File: src/rtl/alu_pkg.sv
// alu_pkg: opcodes, controller state encoding and default divide-by-zero result
package alu_pkg;
   localparam logic [2:0] OP_ADD   = 3'd0;
   localparam logic [2:0] OP_SUB   = 3'd1;
   localparam logic [2:0] OP_MUL   = 3'd2;
   localparam logic [2:0] OP_DIV   = 3'd3;
   localparam logic [2:0] OP_AND   = 3'd4;
   localparam logic [2:0] OP_OR    = 3'd5;
   localparam logic [2:0] OP_XOR   = 3'd6;
   localparam logic [2:0] OP_LOADI = 3'd7;
   localparam logic [7:0] DIV0_DEFAULT = 8'hFF;
   typedef enum logic [1:0] {S_IDLE, S_EXEC, S_WB} state_t;
endpackage

File: src/rtl/alu_regfile.sv
// alu_regfile: 8-bit register file, one sync write port, three combinational read ports
module alu_regfile
   import alu_pkg::*;
#(
   parameter int NREGS = 4
) (
   input  logic       clk,
   input  logic       rst,
   input  logic       we,
   input  logic [1:0] wa,
   input  logic [7:0] wd,
   input  logic [1:0] ra,
   input  logic [1:0] rb,
   input  logic [1:0] rdbg,
   output logic [7:0] da,
   output logic [7:0] db,
   output logic [7:0] ddbg
);
   logic [7:0] mem [NREGS];
   assign da   = mem[ra];
   assign db   = mem[rb];
   assign ddbg = mem[rdbg];
   // reset clears every entry; otherwise a single write per cycle
   always_ff @(posedge clk) begin
      if (rst) begin
         for (int i = 0; i < NREGS; i++) mem[i] <= '0;
      end else if (we) begin
         mem[wa] <= wd;
      end
   end
endmodule

File: src/rtl/alu_issue_ctrl.sv
// alu_issue_ctrl: issues register-to-register commands to an external ALU and writes results back
module alu_issue_ctrl
   import alu_pkg::*;
#(
   parameter int         NREGS      = 4,
   parameter logic [7:0] DIV0_VALUE = DIV0_DEFAULT
) (
   input  logic       clk,
   input  logic       rst,
   input  logic       cmd_valid,
   output logic       cmd_ready,
   input  logic [2:0] cmd_op,
   input  logic [1:0] cmd_dst,
   input  logic [1:0] cmd_src_a,
   input  logic [1:0] cmd_src_b,
   input  logic [7:0] cmd_imm,
   output logic [7:0] alu_operand1,
   output logic [7:0] alu_operand2,
   output logic [2:0] alu_operation,
   output logic       alu_enable,
   input  logic [7:0] alu_result,
   output logic       wb_valid,
   output logic [1:0] wb_dst,
   output logic [7:0] wb_data,
   output logic       err_div0,
   output logic       busy,
   input  logic [1:0] dbg_addr,
   output logic [7:0] dbg_data
);
   state_t     state, state_n;
   logic [2:0] op_q;
   logic [1:0] dst_q;
   logic [7:0] res_q, rd_a, rd_b;
   logic       accept, div0;
   assign cmd_ready  = state == S_IDLE;
   assign busy       = !cmd_ready;
   assign accept     = cmd_valid && cmd_ready;
   assign div0       = alu_operation == OP_DIV && alu_operand2 == 8'd0;
   assign alu_enable = state == S_EXEC && !div0;
   assign wb_valid   = state == S_WB;
   assign wb_dst     = dst_q;
   assign wb_data    = res_q;
   assign err_div0   = wb_valid && op_q == OP_DIV && alu_operand2 == 8'd0;
   alu_regfile #(.NREGS(NREGS)) u_rf (
      .clk(clk), .rst(rst), .we(wb_valid), .wa(dst_q), .wd(res_q),
      .ra(cmd_src_a), .rb(cmd_src_b), .rdbg(dbg_addr),
      .da(rd_a), .db(rd_b), .ddbg(dbg_data)
   );
   // state register
   always_ff @(posedge clk) state <= rst ? S_IDLE : state_n;
   // LOADI skips EXEC; every other op spends one cycle at the ALU
   always_comb begin
      state_n = state;
      state_n = state == S_IDLE ? (accept ? (cmd_op == OP_LOADI ? S_WB : S_EXEC) : S_IDLE) :
                state == S_EXEC ? S_WB : S_IDLE;
   end
   // operands are sampled at accept so aliased dst/src is safe; ALU inputs only move for ALU ops
   always_ff @(posedge clk) begin
      if (rst) begin
         op_q          <= '0;
         dst_q         <= '0;
         res_q         <= '0;
         alu_operand1  <= '0;
         alu_operand2  <= '0;
         alu_operation <= '0;
      end else begin
         if (accept) begin
            op_q  <= cmd_op;
            dst_q <= cmd_dst;
            if (cmd_op == OP_LOADI) begin
               res_q <= cmd_imm;
            end else begin
               alu_operand1  <= rd_a;
               alu_operand2  <= rd_b;
               alu_operation <= cmd_op;
            end
         end
         if (state == S_EXEC) res_q <= div0 ? DIV0_VALUE : alu_result;
      end
   end
endmodule

File: config.mk
export PLATFORM = sky130hd
export DESIGN_NAME = alu_issue_ctrl
export DESIGN_NICKNAME = d
export VERILOG_FILES = /design/src/rtl/alu_pkg.sv /design/src/rtl/alu_regfile.sv /design/src/rtl/alu_issue_ctrl.sv
export SDC_FILE = /design/constraint.sdc
export NUM_CORES = 1
export LEC_CHECK = 0
export CAP_MARGIN = 20
export CORE_UTILIZATION = 55
export CTS_CLUSTER_DIAMETER = 60
export CTS_CLUSTER_SIZE = 24
export DETAILED_ROUTE_END_ITERATION = 10
export HOLD_SLACK_MARGIN = 0.03
export PLACE_DENSITY = 0.84
export SLEW_MARGIN = 20
export SYNTH_ARGS = -nofsm -noshare
export SYNTH_HDL_FRONTEND = slang
export SYNTH_HIERARCHICAL = 1
export SYNTH_SLANG_ARGS = --single-unit
File: constraint.sdc
create_clock -name clk -period 4.7 [get_ports clk]
set_clock_uncertainty 0.05 [all_clocks]
set_input_delay 0.705 -clock clk [delete_from_list [all_inputs] [get_ports clk]]
set_output_delay 0.705 -clock clk [all_outputs]
set_load 0.01 [all_outputs]
Yosys cells after proc, flatten, opt, wreduce, memory -nomap -nowiden. Memory sizes are Yosys's and may differ from the RTL's. A register that Yosys moved wholly into a read port is not among the register bits. Cells that the tools add are included.

Register bits: 18. Memory bits (writable): 32. Logic and storage cells: 42. Memories kept: 1.

Equal/unequal tests: 5. Mux-type cells: 16. Bitwise operators: 1. Reductions and logical operators: 14.

Memory list: u_rf.mem (words 4, bits a word 8, rd ports 3, clocked after memory_dff 2, wr ports 4, line alu_regfile.sv:19) `logic [7:0] mem [NREGS];`.

Operators by type and width (number): 2-to-1 mux 8 bit (5); 2-to-1 mux 2 bit (5); zero test 8 bit (1); OR reduction 8 bit (1); == test 3 x 2 -> 1 bit, second input constant (2); 2-to-1 mux 1 bit (6); logical AND 1 bit (5); AND reduction 2 bit (2); nonzero test 2 bit (2); == test 3 bit, second input constant (1); == test 2 x 1 -> 1 bit, second input constant (1); == test 2 bit, second input constant (1); zero test 1 bit (2); zero test 2 bit (1); NOT 1 bit (1).

Logic depth before layout (Yosys ltp).
Depth in word-level cells: 6. Gate-level depth with buffers: 5.

By module. Netlist, hierarchy kept.

By module, submodules not included: alu_regfile (instances 1, cells each 104, area each 1868.0 µm²); alu_issue_ctrl (instances 1, cells each 167, area each 1529.0 µm²).

Least setup slack after synthesis. OpenSTA, ideal clock, no wires.

Path type: input -> output. From: input dbg_addr[0]. To: output dbg_data[0]. Arrival time: 1.370 ns. Data required time: 3.945 ns. Slack: 2.575 ns. Cell stages on the path: 2. Buffers on the path: 1. Cells stage by stage: buf_6 mux4_2.

Word-level cells in the longest chain between the ends: 1.

RTL lines: start, declared (line alu_issue_ctrl.sv:27) `input logic [1:0] dbg_addr,`; memory (4 x 8 bit); end, declared (line alu_issue_ctrl.sv:28) `output logic [7:0] dbg_data`.

No other way between the ends.

Worst setup path after layout.
From: input dbg_addr[0]. To: output dbg_data[2].

The elaborated chain is that of the path after synthesis.

==> flow_metrics.tcl <==
set metrics [dict create \
    run_status "complete, no violations" \
    crit_path_start_kind "input port" \
    p_int_mw 1.18 \
    grt_usage_pct 23.7 \
    period_minus_slack_ns 3.37 \
    cellPowerDensity_mw_per_mm2 351 \
    average_cell_area_after_synthesis_um2 12.5 \
    postCtsSetupBuffers 0 \
    clock_sink_count 66 \
    wire_length_of_the_first_global_routing_pass_mm 11.3 \
    buffer_ports.inserted 71 \
    via_count_of_the_first_global_routing_pass 2342 \
    ports 72 \
    total_nets_after_synthesis 301 \
    floorplan.initialDensity_pct 57.0 \
    post_route_cells_drive_above_1_share_pct 20.4 \
    part_of_the_power_in_combinational_logic_pct 14.7 \
    firstDrtPassIters 4 \
    worst_pin_slew_ns 0.792 \
    tritoncts.num_buffers 9 \
    number_of_antenna_violations_at_the_first_check_in_global_routing 0 \
    final_util_pct 73.2 \
    net-switching-power_uw 348 \
    yosysTopAreaCellShare_pct 28.3 \
    synthCells 271 \
    global_route.overflow_total 0 \
    number_of_enable_type_register_cells_in_the_synthesized_netlist 32 \
    floorplan.die_area_mm2 0.00649 \
    via_count 2476 \
    clk_path_buf_depth 2 \
    setup.worst_path.end_class "output pin" \
    max_cap_violations 0 \
    detailed_place_hpwl_mm 5.38 \
    critical_path.reg2reg.startpoint "state[1]$_SDFF_PP0_" \
    cts.hold.buffers_added 0 \
    final_hold_viol_count 0 \
    area_growth_pct 28.3 \
    critPathMaxFanout 8 \
    total_of_fill_cells_in_the_finished_design 411 \
    postSynth.asyncResetShare_pct 0 \
    regToRegEndpoint "u_rf/mem[2][2]$_SDFFCE_PN0P_" \
    hp-class "flip-flop to flip-flop" \
    timing.setup.critical_path_class "input port to output pin" \
    synth_area_mm2 0.00340 \
    ys_seq_area_share_pct 48.3 \
    layout_worst_path_cycle_share_pct 71.7 \
    remaining_drcs 0 \
    ff2ff_setup_slack_ns 2.38 \
    switching_share_pct 22.8 \
    reg2regPathDepth 3 \
    postCtsResizedCells 0 \
    max-vdd-ir-drop_v 0.000205 \
    cts_tree "built" \
    netlist_top_cells_area "sky130_fd_sc_hd__edfxtp_1 28%, sky130_fd_sc_hd__dfxtp_1 20%, sky130_fd_sc_hd__mux4_2 16%" \
    grt_start_max_net_pins 28 \
    initialDrtViolationCount 137 \
    synth_top_cells_by_count "34 x sky130_fd_sc_hd__dfxtp_1, 32 x sky130_fd_sc_hd__a21oi_1, 32 x sky130_fd_sc_hd__edfxtp_1, 25 x sky130_fd_sc_hd__and2_1, 24 x sky130_fd_sc_hd__mux4_2" \
    clock_latency_ns 0.33 \
    core-area_mm2 0.00596 \
    wl_mm 7.16 \
    antenna_cells 0 \
    post-synth-top-area-cell "sky130_fd_sc_hd__edfxtp_1" \
    ctsHtreeMaxLevel 3 \
    final-setup-viol-count 0 \
    share_clk_of_total_power_pct 41.8 \
    finalSetupTns_ns 0 \
    required_ns 3.94 \
    max_freq_mhz 297 \
    max_slew_headroom_pct 47.1 \
    synth.lib_cells_used.distinct 37 \
    timing.hold.worst_endpoint "op_q[0]$_SDFFE_PP0P_" \
    clk_pin_slew_worst_paths_ns 0.08 \
    cts.root.buffer_cell "sky130_fd_sc_hd__clkbuf_8" \
    dieWidth_um 80.6 \
    rsz0062_at_grt "no" \
    synth_warnings 6 \
    nNetsFinal 364 \
    post_drt_wl_per_cell_um 17.3 \
    synth_seq_cells 66 \
    floorplan.rows 28 \
    leakage_nw 1.54 \
    die_y_um 80.6 \
    antenna_violating_nets_post_route 0 \
    place.gp.congestion 0.807 \
    depth_of_the_worst_hold_timing_path 2 \
    ys_dominant_reg_cell "sky130_fd_sc_hd__dfxtp_1" \
    seqPwrFrac_pct 43.5 \
    cp_data_arrival_time_ns 2.62 \
    drv_slew 0 \
    yosysMostFrequentCell "sky130_fd_sc_hd__dfxtp_1" \
    worst_hold_startpoint "op_q[0]$_SDFFE_PP0P_" \
    post_drt_via_cell_ratio 5.98 \
]
registers in the layout (all words and copies together) (netlist names):
register and cells:
state 2, op_q 3, wb_dst 2, alu_operand2 8
alu_operand1 8, u_rf/mem 32, wb_data 8, alu_operation 3
final cells by class:
cell class / count / area (µm²) / area share, %
clock buffers: 10 / 138 / 3.16
clock inverters: 6 / 138 / 3.16
inverters: 3 / 11.3 / 0.258
multi-input cells: 181 / 1610 / 37.0
flip-flops and latches: 66 / 1640 / 37.7
well taps: 75 / 93.8 / 2.15
repair buffers: 73 / 726 / 16.7
cells in the final DEF (no fill, tap or decap), types with 2 or more instances in the layout:
cell | synthesis | routed
sky130_fd_sc_hd__nand2_1 | 12 | 12
sky130_fd_sc_hd__o21ai_0 | 5 | 5
sky130_fd_sc_hd__nor2b_1 | 2 | 2
sky130_fd_sc_hd__clkbuf_8 | 0 | 10
sky130_fd_sc_hd__mux2i_1 | 8 | 8
sky130_fd_sc_hd__edfxtp_1 | 32 | 32
sky130_fd_sc_hd__bufinv_16 | 0 | 4
sky130_fd_sc_hd__o21bai_1 | 2 | 2
sky130_fd_sc_hd__nand3_1 | 21 | 21
sky130_fd_sc_hd__a311oi_2 | 8 | 8
sky130_fd_sc_hd__buf_4 | 0 | 2
sky130_fd_sc_hd__dfxtp_1 | 34 | 34
sky130_fd_sc_hd__clkdlybuf4s50_1 | 0 | 71
sky130_fd_sc_hd__and2_2 | 8 | 8
sky130_fd_sc_hd__o21ai_1 | 14 | 14
sky130_fd_sc_hd__clkinv_4 | 0 | 2
sky130_fd_sc_hd__mux4_2 | 24 | 24
sky130_fd_sc_hd__and4bb_4 | 2 | 2
sky130_fd_sc_hd__inv_1 | 2 | 2
sky130_fd_sc_hd__and2_1 | 25 | 25
sky130_fd_sc_hd__nor4_2 | 2 | 2
sky130_fd_sc_hd__nand2b_1 | 2 | 2
sky130_fd_sc_hd__a31o_2 | 2 | 2
sky130_fd_sc_hd__a21oi_1 | 32 | 32
critical path, stage by stage:
cell and delay [ns]:
sky130_fd_sc_hd__clkdlybuf4s50_1 0.82, sky130_fd_sc_hd__mux4_2 0.59, sky130_fd_sc_hd__clkdlybuf4s50_1 0.49
power groups by stage:
stage	clock, mW	sequential (mW)	combinational, mW
floorplan	0	0.675	0.131
global placement	0	0.675	0.221
detailed placement	0	0.677	0.224
CTS	0.644	0.664	0.226
global route	0.668	0.668	0.244
finish	0.638	0.665	0.225
metrics by stage:
step | power [mW] | setup WS, ns | cell area, µm² | hold slack, ns | cells
floorplan | 0.806 | 2.58 | 3400 | 0.387 | 271
global placement | 0.895 | 1.33 | 4080 | 0.396 | 398
detailed placement | 0.901 | 1.31 | 4080 | 0.403 | 398
CTS | 1.53 | 1.31 | 4360 | 0.419 | 414
global route | 1.58 | 1.23 | 4360 | 0.436 | 414
finish | 1.53 | 1.33 | 4360 | 0.420 | 414
metal layers:
layer | vias to the layer above | global-route usage (%) | wire length, µm
met5 | - | 0 | 0
met4 | 0 | 12.1 | 77
met3 | 7 | 4.20 | 332
met1 | 1204 | 30.2 | 3050
li1 | 1168 | - | -
met2 | 97 | 38.7 | 3700
cells by family after synthesis:
group | share of synthesized area (%)
compound gates | 12.6
mux | 18.3
simple gates | 16.5
flops | 48.3
buf+inv | 4.27
worst max-delay path by stage:
stage / start / endpoint / slack (ns)
after floorplan: dbg_addr[0] / dbg_data[0] / 2.58
after detailed placement: dbg_addr[0] / dbg_data[6] / 1.31
after global placement: dbg_addr[0] / dbg_data[2] / 1.33
after CTS: dbg_addr[0] / dbg_data[6] / 1.31
final: dbg_addr[0] / dbg_data[2] / 1.33
after global routing: dbg_addr[0] / dbg_data[7] / 1.23
Note: power is estimated with default switching activity, not from simulation.
